**src/rtl/lsu_pkg.sv**
```systemverilog
// Shared widths, funct3 codes, FSM encoding and the access legality check for the LSU.
package lsu_pkg;

  localparam int unsigned XLEN   = 32;
  localparam int unsigned F3_W_B = 3;
  localparam int unsigned BYTE_W = 8;
  localparam int unsigned HALF_W = 16;

  localparam logic [F3_W_B-1:0] F3_B  = 3'b000;
  localparam logic [F3_W_B-1:0] F3_H  = 3'b001;
  localparam logic [F3_W_B-1:0] F3_W  = 3'b010;
  localparam logic [F3_W_B-1:0] F3_BU = 3'b100;
  localparam logic [F3_W_B-1:0] F3_HU = 3'b101;

  typedef enum logic [1:0] {
    IDLE  = 2'd0,
    WRITE = 2'd1,
    DONE  = 2'd2
  } state_e;

  // 1 when funct3 is defined for the direction and the address is naturally aligned
  function automatic logic lsu_legal(input logic we,
                                     input logic [F3_W_B-1:0] funct3,
                                     input logic [1:0] addr_lo);
    logic ok;
    ok = 1'b0;
    case (funct3)
      F3_B:    ok = 1'b1;
      F3_H:    ok = ~addr_lo[0];
      F3_W:    ok = (addr_lo == 2'b00);
      F3_BU:   ok = ~we;
      F3_HU:   ok = ~we & ~addr_lo[0];
      default: ok = 1'b0;
    endcase
    return ok;
  endfunction

endpackage

```
**src/rtl/lsu_align.sv**
```systemverilog
// Combinational lane handling: load extract/extend and sub-word store merge.
module lsu_align
  import lsu_pkg::*;
(
  input  logic [F3_W_B-1:0] funct3,
  input  logic [1:0]        addr_lo,
  input  logic [XLEN-1:0]   rd,
  input  logic [XLEN-1:0]   wdata,
  output logic [XLEN-1:0]   load_data,
  output logic [XLEN-1:0]   store_data
);

  logic [BYTE_W-1:0] byte_c;
  logic [HALF_W-1:0] half_c;

  // Pick the addressed byte and half out of the memory word
  always_comb begin
    byte_c = rd[7:0];
    case (addr_lo)
      2'd0:    byte_c = rd[7:0];
      2'd1:    byte_c = rd[15:8];
      2'd2:    byte_c = rd[23:16];
      default: byte_c = rd[31:24];
    endcase
    half_c = addr_lo[1] ? rd[31:16] : rd[15:0];
  end

  // Extend the selected lane to a full register value
  always_comb begin
    load_data = '0;
    case (funct3)
      F3_B:    load_data = {{(XLEN-BYTE_W){byte_c[BYTE_W-1]}}, byte_c};
      F3_BU:   load_data = {{(XLEN-BYTE_W){1'b0}}, byte_c};
      F3_H:    load_data = {{(XLEN-HALF_W){half_c[HALF_W-1]}}, half_c};
      F3_HU:   load_data = {{(XLEN-HALF_W){1'b0}}, half_c};
      F3_W:    load_data = rd;
      default: load_data = '0;
    endcase
  end

  // Overlay the low store bits onto the current word for SB/SH
  always_comb begin
    store_data = wdata;
    case (funct3)
      F3_B: begin
        store_data = rd;
        case (addr_lo)
          2'd0:    store_data[7:0]   = wdata[7:0];
          2'd1:    store_data[15:8]  = wdata[7:0];
          2'd2:    store_data[23:16] = wdata[7:0];
          default: store_data[31:24] = wdata[7:0];
        endcase
      end
      F3_H: begin
        store_data = rd;
        if (addr_lo[1]) store_data[31:16] = wdata[15:0];
        else            store_data[15:0]  = wdata[15:0];
      end
      default: store_data = wdata;
    endcase
  end

endmodule

```
**src/rtl/load_store_unit.sv**
```systemverilog
// Multi-cycle load/store unit in front of a word-only memory; sub-word stores use read-modify-write.
module load_store_unit
  import lsu_pkg::*;
(
  input  logic              clk,
  input  logic              rst,
  input  logic              req_valid,
  input  logic              req_we,
  input  logic [F3_W_B-1:0] req_funct3,
  input  logic [XLEN-1:0]   req_addr,
  input  logic [XLEN-1:0]   req_wdata,
  output logic              stall,
  output logic              done,
  output logic              err,
  output logic [XLEN-1:0]   rdata,
  output logic [XLEN-1:0]   mem_A,
  output logic [XLEN-1:0]   mem_WD,
  output logic              mem_WE,
  input  logic [XLEN-1:0]   mem_RD
);

  state_e            state_q, state_d;
  logic [XLEN-1:2]   word_q;
  logic [XLEN-1:0]   wdata_q;
  logic [XLEN-1:0]   merged_q;
  logic [XLEN-1:0]   rdata_q;
  logic              err_q;
  logic              accept_c;
  logic              legal_c;
  logic [XLEN-1:0]   load_data_c;
  logic [XLEN-1:0]   store_data_c;

  assign accept_c = (state_q == IDLE) && req_valid;
  assign legal_c  = lsu_legal(req_we, req_funct3, req_addr[1:0]);

  // Lane logic only matters in the accept cycle, so it sees the live request
  lsu_align u_align (
    .funct3     (req_funct3),
    .addr_lo    (req_addr[1:0]),
    .rd         (mem_RD),
    .wdata      (req_wdata),
    .load_data  (load_data_c),
    .store_data (store_data_c)
  );

  // State register
  always_ff @(posedge clk or posedge rst) begin
    if (rst) state_q <= IDLE;
    else     state_q <= state_d;
  end

  // Next state and memory-side decode; later states use only captured request fields
  always_comb begin
    state_d = state_q;
    stall   = 1'b0;
    done    = 1'b0;
    mem_WE  = 1'b0;
    mem_A   = {req_addr[XLEN-1:2], 2'b00};
    mem_WD  = req_wdata;
    case (state_q)
      IDLE: begin
        if (req_valid) begin
          stall = 1'b1;
          if (!legal_c || !req_we) begin
            state_d = DONE;
          end else if (req_funct3 == F3_W) begin
            mem_WE  = 1'b1;
            state_d = DONE;
          end else begin
            state_d = WRITE;
          end
        end
      end
      WRITE: begin
        stall   = 1'b1;
        mem_A   = {word_q, 2'b00};
        mem_WD  = merged_q;
        mem_WE  = 1'b1;
        state_d = DONE;
      end
      DONE: begin
        done    = 1'b1;
        mem_A   = {word_q, 2'b00};
        mem_WD  = wdata_q;
        state_d = IDLE;
      end
      default: state_d = IDLE;
    endcase
  end

  // Capture the request, merged store word, error flag and load result at accept
  always_ff @(posedge clk or posedge rst) begin
    if (rst) begin
      word_q   <= '0;
      wdata_q  <= '0;
      merged_q <= '0;
      rdata_q  <= '0;
      err_q    <= 1'b0;
    end else if (accept_c) begin
      word_q   <= req_addr[XLEN-1:2];
      wdata_q  <= req_wdata;
      merged_q <= store_data_c;
      err_q    <= ~legal_c;
      if (!legal_c)     rdata_q <= '0;
      else if (!req_we) rdata_q <= load_data_c;
    end
  end

  assign err   = err_q;
  assign rdata = rdata_q;

endmodule
```
**config.mk**
```make
export PLATFORM = sky130hd
export DESIGN_NAME = load_store_unit
export DESIGN_NICKNAME = d
export VERILOG_FILES = /design/src/rtl/lsu_pkg.sv /design/src/rtl/lsu_align.sv /design/src/rtl/load_store_unit.sv
export SDC_FILE = /design/constraint.sdc
export NUM_CORES = 1
export LEC_CHECK = 0
export CORE_MARGIN = 2
export CORE_UTILIZATION = 37
export CTS_CLUSTER_SIZE = 20
export DETAILED_ROUTE_END_ITERATION = 8
export HOLD_SLACK_MARGIN = 0.1
export PLACE_DENSITY = 0.76
export SYNTH_ARGS = -nofsm -noshare
export SYNTH_HDL_FRONTEND = slang
export SYNTH_SLANG_ARGS = --single-unit
```
**constraint.sdc**
```tcl
create_clock -name clk -period 7.1 [get_ports clk]
set_input_delay 1.42 -clock clk [delete_from_list [all_inputs] [get_ports clk]]
set_output_delay 1.42 -clock clk [all_outputs]
set_load 0.05 [all_outputs]
```
Word level (Yosys, flattened, before mapping)
Cells that the tools add are included.

RAM bits: 0. Memory bits (read-only): 0. Register bits after elaboration: 129. Memories kept: 0. Bits of input ports: 103. Bits in latches: 0.

$lt $le $gt $ge: 0. $mul: 0. Shift operators: 0. Mux-type cells: 26. Bitwise logic cells: 4. Divide/modulo/power cells: 0. $add $sub $neg: 0. Equal/unequal tests: 10. Reductions and logical operators: 10.

Operators with widths (count): 32-bit one-hot mux with 5 select lines (1); 32-bit one-hot mux with 2 select lines (2); 32-bit 2-to-1 mux (3); 16-bit 2-to-1 mux (3); 8-bit 2-to-1 mux (4); 8-bit one-hot mux with 3 select lines (1); 3-bit equality test, second input constant (2); 2-bit 2-to-1 mux (3); 1-bit 2-to-1 mux (5); 1-bit one-hot mux with 5 select lines (1); 2-bit by 1-bit equality test with 1-bit output, second input constant (2); 2-bit equality test, second input constant (2); 2-bit zero test (2); 2-bit != test, second input constant (2); 1-bit one-hot mux with 2 select lines (2); 2-bit one-hot mux with 2 select lines (1); 3-bit by 1-bit equality test with 1-bit output, second input constant (1); 3-bit by 2-bit equality test with 1-bit output, second input constant (1); 3-bit zero test (1); 1-bit NOT (3); 3-bit OR reduction (1); 1-bit zero test (2); 2-bit AND reduction (1); 2-bit OR reduction (1); 3 further kinds (3).

Depth between registers and ports, before layout
Depth after elaboration: 8. Mapped depth: 8. Gate-level depth less buffers: 6.

By module
A second synthesis with hierarchy kept.

Cells, all modules: 686. Area total of the unflattened synthesis: 7532.2 sq um.

Modules (own cells, without submodules): load_store_unit (times used 1, area an instance 5850.6 sq um, cells an instance 447, sequential area each 3228.1 sq um); lsu_align (times used 1, area an instance 1681.6 sq um, cells an instance 239, sequential area each 0.0 sq um).

Least setup slack after synthesis
Ideal clock, no wire load.

Path type: in2out. Start: input port req_valid. End: output port mem_WE. Stages: 4. Data arrival time: 2446 ps. Setup slack: 3234 ps. Cell sequence: and2_1 clkbuf_1 clkbuf_1 a41o_1.

Longest elaborated chain between the ends: 2.

Ends and longest elaborated chain: start: declaration (line load_store_unit.sv:7) `input logic req_valid,`; 1-bit 2-to-1 mux (line load_store_unit.sv:62) `if (req_valid) begin`; 1-bit one-hot mux with 2 select lines (line load_store_unit.sv:60) `case (state_q)`; end: declaration (line load_store_unit.sv:18) `output logic mem_WE,`.

No other way between the ends.

Worst setup path after layout
Start: input port req_funct3[0]. End: output port mem_WE.

Longest elaborated chain between the ends: 7.

Ends and longest elaborated chain: start: declaration (line load_store_unit.sv:9) `input logic [F3_W_B-1:0] req_funct3,`; 3-bit equality test, or another cell as far along (line lsu_pkg.sv:27) `case (funct3)`; 1-bit one-hot mux with 5 select lines (line lsu_pkg.sv:27); 1-bit zero test; 1-bit logical OR (line load_store_unit.sv:64) `if (!legal_c || !req_we) begin`; 1-bit 2-to-1 mux (*) (line load_store_unit.sv:64); 1-bit 2-to-1 mux (*) (line load_store_unit.sv:62); 1-bit one-hot mux with 2 select lines (*) (line load_store_unit.sv:60).

Every way passes the cells marked *; elsewhere a longest branch is shown, timed or not.

==> results.ini <==
[floorplanning]
ios=203
die_area_um2=20200
die_x_um=142
dieHeight_um=142
core_um2=18700
start_util_pct=37.8
rows=50

[sta]
setup_viol=0
timing.fmax_mhz=185
worst_slew_pin_slew_ns=1.20
fin_tns_setup_ns=0
finalClockSkew_ns=0.00522
slew_violations=0
slew_headroom_pct=19.2
rsz0062_at_grt=false
fin_crit_sh_pct=76.2
period_needed_ns=5.41
hold_viol_final=0

[cells_and_area]
area_growth_syn_to_layout_pct=37.8
n_fill_cell=1700
diodes=0
drive_gt1_share_pct=8.81
mostFrequentLayoutCells=231 x nand2_1, 200 x clkdlybuf4s50_1, 129 x dfrtp_1
final_cells=1222
layout_commonest_cell=nand2_1
nNetsFinal=1081

[routing]
drtPass1Iterations=5
drt-initial-drc-count=563
drt-total-wl_um=23400
final_antenna_net_count=0
vias=6778
via_per_inst=5.55
wl_per_cell_um=19.1
route.detailed.drc=0

[setup_path]
critPathBufInv=2
path_depth=4
cpPeakStageDelay_ns=0.94
crit_required_ns=5.68
cpLargestDelayFamily=buffers and inverters
critical_path_class=in -> out
endpoint_kind=primary output
critPathSlowestCell=clkdlybuf4s50_1
crit_top_cell=clkdlybuf4s50_1
start_kind=input pin
crit_path_cell_trace=clkdlybuf4s50_1 -> nor4_2 -> a41o_1 -> clkdlybuf4s50_1
critPathArrivalTime_ns=3.99
reg2reg_depth=6
crit_fanout=31

[synthesis]
yosys.area.top_type=dfrtp_1
yosysUniqueCellTypes=41
synth_cells=817
synth_flop_cell=dfrtp_1
synthArstFlopShare_pct=100
ys_ff_latch=129
synth_top_area_share_pct=45.7
synthMuxAreaShare_pct=8.46
ys_seq_area_share_pct=45.7
synth_top_family_by_area=compound AO/OA/AOI/OAI gates
synth_compound_area_share_pct=20.4
syn_avg_cell_area_um2=8.65
synth_fa_ha_area_share_pct=0.531
yosys.area_share.simple_pct=20.2
synth-edff-count=0
syn_area_um2=7070
synth_xor_xnor_area_share_pct=0
yosysWarningCount=0
synth.area.top_cells=dfrtp_1 46%, nand2_1 12%, a21oi_1 5.2%, mux2_2 4.8%, a22oi_1 3.4%

[grt]
antenna_found_initial=1
grt_first_pass_wirelength_um=36200
grt_max_degree=106
grt_pass1_vias=6331
grt.total_usage_pct=23.2
grt-ovfl-total=0

[clock_tree]
clk_pin_slew_ns=0.05
cts_buffer_depth=2
cts_setup_buffers=0
cts_sinks=129
ctsHoldBuffers=0
insertion_delay_ns=0.42
cts_tree=yes
root_buffer=clkbuf_16
htree_levels=4
post_cts_resized=0
cts_buffers=17

[power]
power_density_nw_per_um2=472
peakVddDrop_mv=0.228
cellLeakagePower_nw=4.34

[place]
place.gp.congestion=0.904
portBuffers=200
dpl.cell_count=1190
dp_hpwl_um=16100

[min_path]
worstHoldPathCells=2
hp-class=reg -> reg

[job]
cap_viol_max_count=0

[outcome]
status=complete, no violations

-- path summary, 6_finish.rpt --
kind | startpoint | to | slack [ns]
setup reg to reg | state_q[0]$_DFFE_PP0P_ | rdata[31]$_DFFE_PP0P_ | 3.79
setup / recovery | req_funct3[0] | mem_WE | 1.69
hold / removal | word_q[26]$_DFFE_PP0P_ | word_q[26]$_DFFE_PP0P_ | 0.47
hold reg to reg | word_q[26]$_DFFE_PP0P_ | word_q[26]$_DFFE_PP0P_ | 0.47
max in group asynchronous | rst | rdata[21]$_DFFE_PP0P_ | 4.21
min in group asynchronous | rst | word_q[28]$_DFFE_PP0P_ | 1.53
-- stage by stage --
stage          hold WS (ns)  setup slack, ns  area (um^2)  total power (W)  util (%)
3_5_place_dp          0.461             1.74         9140          0.00373      48.9
2_1_floorplan         0.440             2.24         7070          0.00293         -
6_report              0.473             1.69         9730          0.00459      52.0
3_3_place_gp          0.452             1.77         9140          0.00370      48.9
4_1_cts               0.475             1.73         9730          0.00461      52.0
5_1_grt               0.493             1.58         9730          0.00483      52.0
-- registers in the layout, summed over array words and instances, names as in the netlist --
register,flops
word_q,30
merged_q,32
state_q,2
err,1
wdata_q,32
rdata,32
-- cell type report --
class	count	area [um^2]	share of cell area [%]
Clock buffer	19	453	4.65
Clock inverter	13	136	1.40
Timing Repair Buffer	209	2070	21.3
Multi-Input combinational cell	613	3530	36.3
Inverter	5	21.3	0.219
Sequential cell	129	3230	33.2
Tap cell	234	293	3.01
-- report_power, final --
group	total [W]	internal [W]	switching (W)	leakage (nW)
Combinational	0.00251	0.000858	0.00165	2.45
Clock	0.000877	0.000534	0.000343	0.281
Sequential	0.00121	0.00105	0.000163	1.61
-- cell usage after synthesis, drive strengths merged (10+ instances only) --
master	n
a211o	16
buf	26
a221o	17
dfrtp	129
a21oi	74
and3	18
a22oi	32
mux2	30
o21ai	54
nor2	52
nand2	232
nor3b	10
clkbuf	45
nor2b	13
-- worst reg2reg max path, cell delays in order (launching register included) --
cell and delay [ns]:
dfrtp_1 0.40, inv_1 0.13, ha_4 0.19, and2_2 0.17
buf_4 0.71, nand2_1 0.96, a221o_1 0.63
-- cell families after synthesis --
group | Yosys count
DFF | 129
AOI/OAI and AO/OA | 224
other | 1
muxes | 46
and+or+nand+nor | 338
buffers and inverters | 76
adders and majority gates | 3
-- routing by layer --
| layer | global-route usage [%] | routed length, um | vias to the layer above |
|---|---|---|---|
| met2 | 36.1 | 11100 | 256 |
| met1 | 31.8 | 10100 | 3305 |
| met5 | 0 | 0 | - |
| li1 | - | - | 3165 |
| met4 | 8.89 | 667 | 0 |
| met3 | 5.05 | 1500 | 52 |
(Power assumes the default switching activity.)
